File: src/rtl/present_inv_keyadd_sbox_serial.sv
// Serial inverse PRESENT S-box/key-add over a 12-bit word. Each nibble is evaluated
// twice through one shared inverse S-box and compared, so transient faults are flagged.
module present_inv_keyadd_sbox_serial #(
   parameter int NIBBLES = 3
) (
   input  logic                   clock,
   input  logic                   reset,
   input  logic                   io_in_valid,
   output logic                   io_in_ready,
   input  logic [4*NIBBLES-1:0]   io_in,
   input  logic [4*NIBBLES-1:0]   io_key,
   output logic                   io_out_valid,
   input  logic                   io_out_ready,
   output logic [4*NIBBLES-1:0]   io_out,
   output logic                   io_fault
);
   localparam int         W        = 4 * NIBBLES;
   localparam logic [1:0] LAST_IDX = 2'(NIBBLES - 1);

   localparam logic [1:0] ST_IDLE  = 2'd0;
   localparam logic [1:0] ST_CALC  = 2'd1;
   localparam logic [1:0] ST_CHECK = 2'd2;
   localparam logic [1:0] ST_DONE  = 2'd3;

   logic [1:0]   state_reg, state_next;
   logic [1:0]   idx_reg, idx_next;
   logic [W-1:0] data_reg, data_next;
   logic [W-1:0] key_reg, key_next;
   logic [W-1:0] result_reg, result_next;
   logic [W-1:0] out_reg, out_next;
   logic [3:0]   temp_reg, temp_next;
   logic         fault_reg, fault_next;

   logic [3:0]   sbox_in;
   logic [3:0]   sbox_out;
   logic [W-1:0] result_wr;
   logic         clear_all;

   function automatic logic [3:0] inv_sbox(input logic [3:0] x);
      logic [3:0] y;
      case (x)
         4'h0: y = 4'h5;
         4'h1: y = 4'hE;
         4'h2: y = 4'hF;
         4'h3: y = 4'h8;
         4'h4: y = 4'hC;
         4'h5: y = 4'h1;
         4'h6: y = 4'h2;
         4'h7: y = 4'hD;
         4'h8: y = 4'hB;
         4'h9: y = 4'h4;
         4'hA: y = 4'h6;
         4'hB: y = 4'h3;
         4'hC: y = 4'h0;
         4'hD: y = 4'h7;
         4'hE: y = 4'h9;
         default: y = 4'hA;
      endcase
      return y;
   endfunction

   // Single shared S-box: both the CALC and the CHECK pass read this same path.
   always_comb begin
      sbox_in = 4'h0;
      for (int i = 0; i < NIBBLES; i++) begin
         if (idx_reg == 2'(i)) sbox_in = data_reg[4*i +: 4] ^ key_reg[4*i +: 4];
      end
   end

   assign sbox_out = inv_sbox(sbox_in);

   generate
      for (genvar gi = 0; gi < NIBBLES; gi++) begin : g_nib
         assign result_wr[4*gi +: 4] = (idx_reg == 2'(gi)) ? temp_reg : result_reg[4*gi +: 4];
      end
   endgenerate

   always_comb begin
      state_next  = state_reg;
      idx_next    = idx_reg;
      data_next   = data_reg;
      key_next    = key_reg;
      result_next = result_reg;
      out_next    = out_reg;
      temp_next   = temp_reg;
      fault_next  = fault_reg;
      clear_all   = (idx_reg > LAST_IDX);

      case (state_reg)
         ST_IDLE: begin
            if (io_in_valid) begin
               data_next   = io_in;
               key_next    = io_key;
               idx_next    = 2'd0;
               result_next = '0;
               temp_next   = 4'h0;
               fault_next  = 1'b0;
               state_next  = ST_CALC;
            end
         end
         ST_CALC: begin
            temp_next  = sbox_out;
            state_next = ST_CHECK;
         end
         ST_CHECK: begin
            if (sbox_out == temp_reg) begin
               result_next = result_wr;
               if (idx_reg == LAST_IDX) begin
                  out_next   = result_wr;
                  state_next = ST_DONE;
               end else begin
                  idx_next   = idx_reg + 2'd1;
                  state_next = ST_CALC;
               end
            end else begin
               // Mismatch: suppress the whole word and skip the remaining nibbles.
               fault_next = 1'b1;
               out_next   = '0;
               state_next = ST_DONE;
            end
         end
         ST_DONE: begin
            if (io_out_ready) begin
               data_next  = '0;
               key_next   = '0;
               out_next   = '0;
               fault_next = 1'b0;
               state_next = ST_IDLE;
            end
         end
         default: clear_all = 1'b1;
      endcase

      if (clear_all) begin
         state_next  = ST_IDLE;
         idx_next    = 2'd0;
         data_next   = '0;
         key_next    = '0;
         result_next = '0;
         out_next    = '0;
         temp_next   = 4'h0;
         fault_next  = 1'b0;
      end
   end

   always_ff @(posedge clock or negedge reset) begin
      if (!reset) begin
         state_reg  <= ST_IDLE;
         idx_reg    <= 2'd0;
         data_reg   <= '0;
         key_reg    <= '0;
         result_reg <= '0;
         out_reg    <= '0;
         temp_reg   <= 4'h0;
         fault_reg  <= 1'b0;
      end else begin
         state_reg  <= state_next;
         idx_reg    <= idx_next;
         data_reg   <= data_next;
         key_reg    <= key_next;
         result_reg <= result_next;
         out_reg    <= out_next;
         temp_reg   <= temp_next;
         fault_reg  <= fault_next;
      end
   end

   assign io_in_ready  = (state_reg == ST_IDLE);
   assign io_out_valid = (state_reg == ST_DONE);
   assign io_out       = out_reg;
   assign io_fault     = fault_reg;

endmodule

File: config.mk
export PLATFORM = sky130hd
export DESIGN_NAME = present_inv_keyadd_sbox_serial
export DESIGN_NICKNAME = d
export VERILOG_FILES = /design/src/rtl/present_inv_keyadd_sbox_serial.sv
export SDC_FILE = /design/constraint.sdc
export NUM_CORES = 1
export LEC_CHECK = 0
export ABC_AREA = 1
export BUFFER_PORTS_ARGS = -buffer_cell sky130_fd_sc_hd__clkbuf_2
export CORE_AREA = 2 2 69 120
export DETAILED_ROUTE_END_ITERATION = 12
export DIE_AREA = 0 0 71 122
export SETUP_SLACK_MARGIN = 0.4
export SYNTH_ARGS = -nofsm -noshare
export SYNTH_HDL_FRONTEND = slang
export SYNTH_SLANG_ARGS = --single-unit
File: constraint.sdc
create_clock -name clock -period 3.8 [get_ports clock]
set_clock_uncertainty 0.2 [all_clocks]
set_input_delay 0.19 -clock clock [delete_from_list [all_inputs] [get_ports clock]]
set_output_delay 0.19 -clock clock [all_outputs]
set_load 0.01 [all_outputs]
-- Word level (Yosys, flattened, before mapping)
Memory sizes are Yosys's and may differ from the RTL's.
Index checks and enable logic that the tools add are counted.
- word-level logic and storage cells: 80
- register bits: 57
- input bits: 28
- bits in read-only memories: 64
- latch bits: 0
- memories kept: 1
- RAM bits: 0
- output and inout bits: 15
- reductions and logical operators: 14
- $add $sub $neg: 1
- bitwise logic cells: 3
- multipliers: 0
- $lt $le $gt $ge: 1
- shifts and indexed selects: 0
- multiplexer cells: 40
- equal/unequal tests: 12
- divide/modulo/power cells: 0
- memory list (memory ; words ; width ; rd ports ; clocked after memory_dff ; write ports ; line ; text):
    (name not given) ; 16 ; 4 ; 1 ; 0 ; 0 ; 41 ; case (x)
- operators with widths (operator ; number):
    two-way mux 12 bit ; 11
    case mux 12 bit (2 select lines) ; 4
    two-way mux 4 bit ; 8
    two-way mux 2 bit ; 9
    nonzero test 3 bit ; 4
    bitwise XOR 4 bit ; 3
    inequality test 3 bit (second input constant) ; 3
    AND reduction 3 bit ; 3
    case mux 2 bit (4 select lines) ; 1
    case mux 4 bit (2 select lines) ; 1
    AND reduction 4 bit ; 2
    equality test 2 bit (second input constant) ; 3
    equality test 2 x 1 -> 1 bit (second input constant) ; 2
    equality test 4 bit ; 1
    logical NOT 2 bit ; 2
    two-way mux 1 bit ; 4
    inequality test 4 bit (second input constant) ; 1
    case mux 2 bit (2 select lines) ; 1
    AND reduction 2 bit ; 2
    nonzero test 4 bit ; 1
    inequality test 3 x 1 -> 1 bit (second input constant) ; 1
    inequality test 3 x 2 -> 1 bit (second input constant) ; 1
    case mux 1 bit (3 select lines) ; 1
    adder 2 x 1 -> 2 bit (second input constant) ; 1
    > comparator 2 bit (second input constant) ; 1

-- Depth between registers and ports, before layout
An unclocked memory read counts as a cell.
- depth in word-level cells: 9
- mapped depth: 22
- depth with buffers taken out: 21

-- Worst setup path after synthesis
OpenSTA, ideal clock, no wires.
- kind: register -> register
- start point: reg idx_reg[0]
- end point: reg result_reg[10]
- data arrival time: 2.633 ns
- stages on the path, launching flop included: 23
- setup time: 0.117 ns
- path buffers: 2
- path slack: 0.850 ns
- cell sequence: dfrtp_1 > inv_1 > ha_1 > inv_2 > buf_6 > a21oi_1 > o21ai_1 > nand2_1 > inv_1 > ha_1 > inv_1 > nand3_1 > nand3_1 > nand2_1 > nand2_1 > nand2_1 > nor2_4 > nand2_4 > nand2_4 > nand2_4 > buf_6 > nand2_1 > o21ai_2
- longest elaborated chain between the ends: 8
- elaborated cells on any way between the ends: 17
- those cells by class: order compare: 1; eq/ne: 5; mux: 7; reduce/logical: 3; memory: 1
- ends and longest elaborated chain (what ; line ; text):
    from (decl) ; 26 ; logic [1:0] idx_reg, idx_next;
    from (signal assigned) ; 158 ; idx_reg <= idx_next;
    logical NOT 2 bit ; 66 ; if (idx_reg == 2'(i)) sbox_in = data_reg[4*i +: 4] ^ key_reg[4*i +: 4];
    two-way mux 4 bit (3 in series) ; 66 ;
    memory (16 x 4 bit) ; n/a ;
    equality test 4 bit ; 106 ; if (sbox_out == temp_reg) begin
    inequality test 3 bit (no line) ; n/a ;
    AND reduction 3 bit (no line) ; n/a ;
    to (signal assigned) ; 161 ; result_reg <= result_next;
    to (decl) ; 29 ; logic [W-1:0] result_reg, result_next;
Parallel ways exist; a longest one is shown, timed or not. The select of a mux whose other input is x is not followed.
A chain may end at the register's enable or synchronous reset.

-- Final worst setup path
- start point: reg idx_reg[0]
- end point: reg out_reg[6] (netlist: io_out[6])
- longest elaborated chain between the ends: 9
- elaborated cells on any way between the ends: 18
- those cells by class: order compare: 1; eq/ne: 5; mux: 8; reduce/logical: 3; memory: 1
- ends and longest elaborated chain (what ; line ; text):
    logical NOT 2 bit ; 66 ;
    two-way mux 4 bit (3 in series) ; 66 ;
    memory (16 x 4 bit) ; n/a ;
    equality test 4 bit ; 106 ;
    two-way mux 12 bit ; 106 ;
    case mux 12 bit (2 select lines) ; 89 ; case (state_reg)
    two-way mux 12 bit ; 134 ; if (clear_all) begin
    to (signal assigned) ; 162 ; out_reg <= out_next;
    to (decl) ; 30 ; logic [W-1:0] out_reg, out_next;
Parallel ways exist; a longest one is shown, timed or not. The select of a mux whose other input is x is not followed.

==> impl.org <==
** Logic synthesis
- Multiplexer fraction of the synthesized cell area :: 0%
- Area contributors post-synth :: sky130_fd_sc_hd__dfrtp_1 (42%), sky130_fd_sc_hd__nand2_1 (17%), sky130_fd_sc_hd__nand3_1 (8.8%), sky130_fd_sc_hd__ha_1 (5.2%), sky130_fd_sc_hd__inv_1 (4.7%)
- In this run, synthesis produced a sequential element count of 57.
- Cell count after synthesis :: 445
- The synthesized netlist contains 30 unique library cells.
- After synthesis, the largest family of logic cells by area is simple AND/OR/NAND/NOR gates.
- Fraction of synthesized cell area taken by the top area cell type :: a little over two fifths
- Portion of the post-synthesis area used by sequential elements :: 42.5%
- Of the total synthesized cell area, the portion taken by XOR and XNOR cells is less than 1%.
- Synth Area in Compound Gates :: between 10% and 20%
- Number of warning messages in the yosys log :: 0
- Most area-hungry cell type in the Yosys netlist :: sky130_fd_sc_hd__dfrtp_1
- Number of nets produced by synthesis :: 487
- The mapped netlist covers 3360 um2.
- Synth Area in Simple Gates :: about 33%
- The synthesized netlist devotes 5.21% of its cell area to adder and majority cells.
- The average instance in the mapped netlist occupies around 7.5 um2.

** Timing
- Maximum clock rate :: between 300 and 400 MHz
- Slack of the critical path :: 0.591 ns
- The routed design could run at a clock period as short as between 3 and 4 ns.
- Final period utilization :: 84.4%
- Remaining max-slew budget at the tightest pin :: between 30% and 40%
- The final hold violation count was 0.
- Setup repair after global routing missed its margin :: no
- Setup violations remaining at the end of the flow were counted as 0.
- In the final timing run, aggregate negative setup slack is 0 ns.
- Worst Tran Pin Value :: just under 1 ns
- The max-slew violation total from the final report was 0.

** Cells and area
- Post-layout util :: about 55%
- At the end of the flow, the number of nets in the layout was roughly 560.
- Layout area overhead :: 27.6%
- In the final layout, the share of cells above drive strength 1 is a little under 20%.
- The repair_antennas step left the layout with diodes totalling 0.

** Critical path
- STA classifies the critical path endpoint as a register.
- Crit path largest cell delay :: about 0.4 ns
- The worst setup path is launched from a register.
- Data required time at the worst endpoint :: between 3 and 4 ns
- Slowest library cell on the worst path :: sky130_fd_sc_hd__dfrtp_1
- Maximum fanout encountered on the critical timing path :: 9
- Arr. time, crit path :: ~3.3 ns
- The critical path goes through inv_1 -> ha_1 -> inv_4 -> nor2_4 -> nand3_1 -> nand3_1 -> nand2_2 -> inv_1 -> ha_1 -> inv_1 -> nand3_2 -> nand3_2 -> nand2_1 -> nand2_1 -> nand2_1 -> nor2_4 -> nand2_4 -> buf_4 -> nor2_1 -> nand3_1 -> nand2_1.
- The critical path is of the register to register type.
- In this design, the critical path's most frequently occurring cell is sky130_fd_sc_hd__nand2_1.

** Global route
- Combined global-route utilization of all metal layers :: between 20% and 30%
- Number of global-route vias before repair :: between 2k and 3k
- First-pass GRT wire length :: between 10,000 and 15,000 um
- Largest net degree at the start of global routing :: 43
- Initial antenna violation count :: 0
- Sum of overflow across all layers after global routing :: 0

** Die
- Core Rows :: 43
- Area of the die :: just under 9000 um2
- Floorplan die width :: about 70 um
- Std-Cell Core Area :: between 7000 and 8000 um2
- Starting density of the core :: 43.1%
- Y dimension of the die :: roughly 120 um
- 43 I/O pins were placed.

** CTS
- Clk Latency, worst-skew pair :: 0.33 ns
- Clock root buffer master :: sky130_fd_sc_hd__clkbuf_16
- TritonCTS Buffers :: 9
- The clock net in this run drives a total of between 50 and 60 sinks.
- TritonCTS built the clock tree.
- The clock passes through at most 2 buffers.
- Clock-pin slew was measured on the worst setup and hold paths at approximately 0.050 ns.
- CTS built an H-tree with a depth of 3.

** Routing
- The count of nets left with antenna violations once routing finished came out at 0.
- The first TritonRoute pass finished after 4 iterations.
- Number of DRC violations after detailed-routing iteration 0 :: ~150
- In the routed design, unresolved DRC markers number 0.
- Via/cell ratio :: between 5 and 6
- Across all layers, the routed design uses 3,061 vias.
- Final wirelength :: between 8000 and 9000 um
- Wire length per cell after detailed routing :: 13.4 um

** Placement
- Port Buffer Count :: 42
- Worst setup slack after placement :: roughly 0.37 ns
- Routability-driven placement finished with a final weighted congestion of 0.854.
- Final HPWL DP :: between 5000 and 6000 um

** Min path
- The path class of the tightest hold or removal check is input pin to register.

** Flow run
- Across the run, the number of max-cap violations was 0.

** Run status
- Run status :: finished clean
==> stage by stage <==
| step | instances | instance area, um2 | hold WS, ns |
|---|---|---|---|
| after floorplan | 445 | 3360 | -0.306 |
| after global placement | 566 | 3630 | 0.208 |
| after detailed placement | 566 | 3630 | 0.204 |
| after CTS | 606 | 4190 | 0.128 |
| after global routing | 610 | 4290 | 0.173 |
| final | 610 | 4290 | 0.140 |
==> cells in the final DEF, fill, tap and decap left out, types with 2 or more instances in the layout <==
| master | count |
|---|---|
| sky130_fd_sc_hd__inv_2 | 2 |
| sky130_fd_sc_hd__nor2_4 | 3 |
| sky130_fd_sc_hd__o21ai_2 | 12 |
| sky130_fd_sc_hd__or2_1 | 2 |
| sky130_fd_sc_hd__nand3_2 | 7 |
| sky130_fd_sc_hd__clkinv_2 | 2 |
| sky130_fd_sc_hd__o22ai_1 | 4 |
| sky130_fd_sc_hd__clkbuf_8 | 2 |
| sky130_fd_sc_hd__o21ai_0 | 30 |
| sky130_fd_sc_hd__clkbuf_2 | 42 |
| sky130_fd_sc_hd__a21oi_1 | 8 |
| sky130_fd_sc_hd__nand2_4 | 2 |
| sky130_fd_sc_hd__buf_4 | 8 |
| sky130_fd_sc_hd__ha_2 | 2 |
| sky130_fd_sc_hd__nor2_1 | 21 |
| sky130_fd_sc_hd__nand3b_1 | 3 |
| sky130_fd_sc_hd__o31ai_1 | 2 |
| sky130_fd_sc_hd__inv_1 | 42 |
| sky130_fd_sc_hd__nand2_2 | 3 |
| sky130_fd_sc_hd__nand2_1 | 148 |
| sky130_fd_sc_hd__nand3_1 | 56 |
| sky130_fd_sc_hd__nand4_1 | 2 |
| sky130_fd_sc_hd__dfrtp_1 | 57 |
| sky130_fd_sc_hd__nand2_8 | 3 |
| sky130_fd_sc_hd__dlygate4sd3_1 | 25 |
| sky130_fd_sc_hd__ha_1 | 12 |
| sky130_fd_sc_hd__clkbuf_16 | 9 |
==> per-layer routing <==
metal / wire length (um) / GRT usage, % / share of wire, %
met2: 4420 / 36.6 / 54
met5: 0 / 0 / 0
met4: 283 / 11.6 / 3.5
met1: 3240 / 22.8 / 40
met3: 250 / 2.89 / 3.1
==> cell families (layout without fill, tap and decap cells) <==
kind of cell / count (synthesis) / after routing
buf+inv: 62 / 136
simple gates: 251 / 252
flops: 57 / 57
compound gates: 59 / 59
xor+xnor: 2 / 2
fa+ha+maj: 14 / 14
==> Yosys cell counts <==
cell type                  number
sky130_fd_sc_hd__nand4_2        1
sky130_fd_sc_hd__nand3_2        4
sky130_fd_sc_hd__a21oi_1        9
sky130_fd_sc_hd__nor2_2         1
sky130_fd_sc_hd__nand4_1        2
sky130_fd_sc_hd__nand3b_1       3
sky130_fd_sc_hd__or2_1          2
sky130_fd_sc_hd__nor2_1        22
sky130_fd_sc_hd__o21ai_2       12
sky130_fd_sc_hd__xnor2_1        1
sky130_fd_sc_hd__o31ai_1        2
sky130_fd_sc_hd__nand2_2        3
sky130_fd_sc_hd__nand2_4        3
sky130_fd_sc_hd__o21ai_1        1
sky130_fd_sc_hd__buf_6          4
sky130_fd_sc_hd__ha_1          14
sky130_fd_sc_hd__buf_2          2
sky130_fd_sc_hd__nand3_1       59
sky130_fd_sc_hd__dfrtp_1       57
sky130_fd_sc_hd__buf_4          1
sky130_fd_sc_hd__nor2_4         2
sky130_fd_sc_hd__o21ai_0       30
sky130_fd_sc_hd__o211ai_1       1
sky130_fd_sc_hd__nand2_1      149
sky130_fd_sc_hd__xor2_1         1
sky130_fd_sc_hd__buf_1          1
sky130_fd_sc_hd__inv_2          3
sky130_fd_sc_hd__o22ai_1        4
sky130_fd_sc_hd__clkbuf_1       9
sky130_fd_sc_hd__inv_1         42
==> what timing repair did <==
| item | CTS | global route |
|---|---|---|
| gates resized for setup | 2 | 12 |
| cloned | 0 | 1 |
| hold buffers | 25 | 0 |
| endpoints found under the hold margin | 60 | 0 |
| pin swaps | 0 | 2 |
| setup buffers | 0 | 3 |
| setup endpoints to repair | 24 | 26 |
==> critical path, delay by kind of cell, from the launching register on <==
family                     cells  cell delay [ns]
buffers and inverters          5             0.56
and+or+nand+nor               14             1.44
adders and majority gates      2             0.53
DFF                            1             0.41
==> cell type report <==
cell class / instances / area, um2
clock buffer: 12 / 256
clock inverter: 3 / 40.0
fill: 744 / 3510
inverter: 45 / 171
multi-input combinational: 327 / 1750
sequential: 57 / 1430
tap: 90 / 113
timing repair buffer: 76 / 532
==> path summary, 6_finish.rpt <==
path | start | to | slack [ns] | cells past startpoint
setup reg to reg | idx_reg[0] | io_out[6] | 0.59 | 21
hold reg to reg | io_out[3] | io_out[3] | 0.27 | 2
max in group asynchronous | reset | key_reg[5] | 2.21 | 3
min in group asynchronous | reset | io_out[6] | 0.33 | 2
setup / recovery | idx_reg[0] | io_out[6] | 0.59 | 21
hold / removal | io_out_ready | state_reg[1] | 0.14 | 5
Power is not shown: default switching activity piles up to over one toggle a cycle in this logic, so the estimate is an artifact.
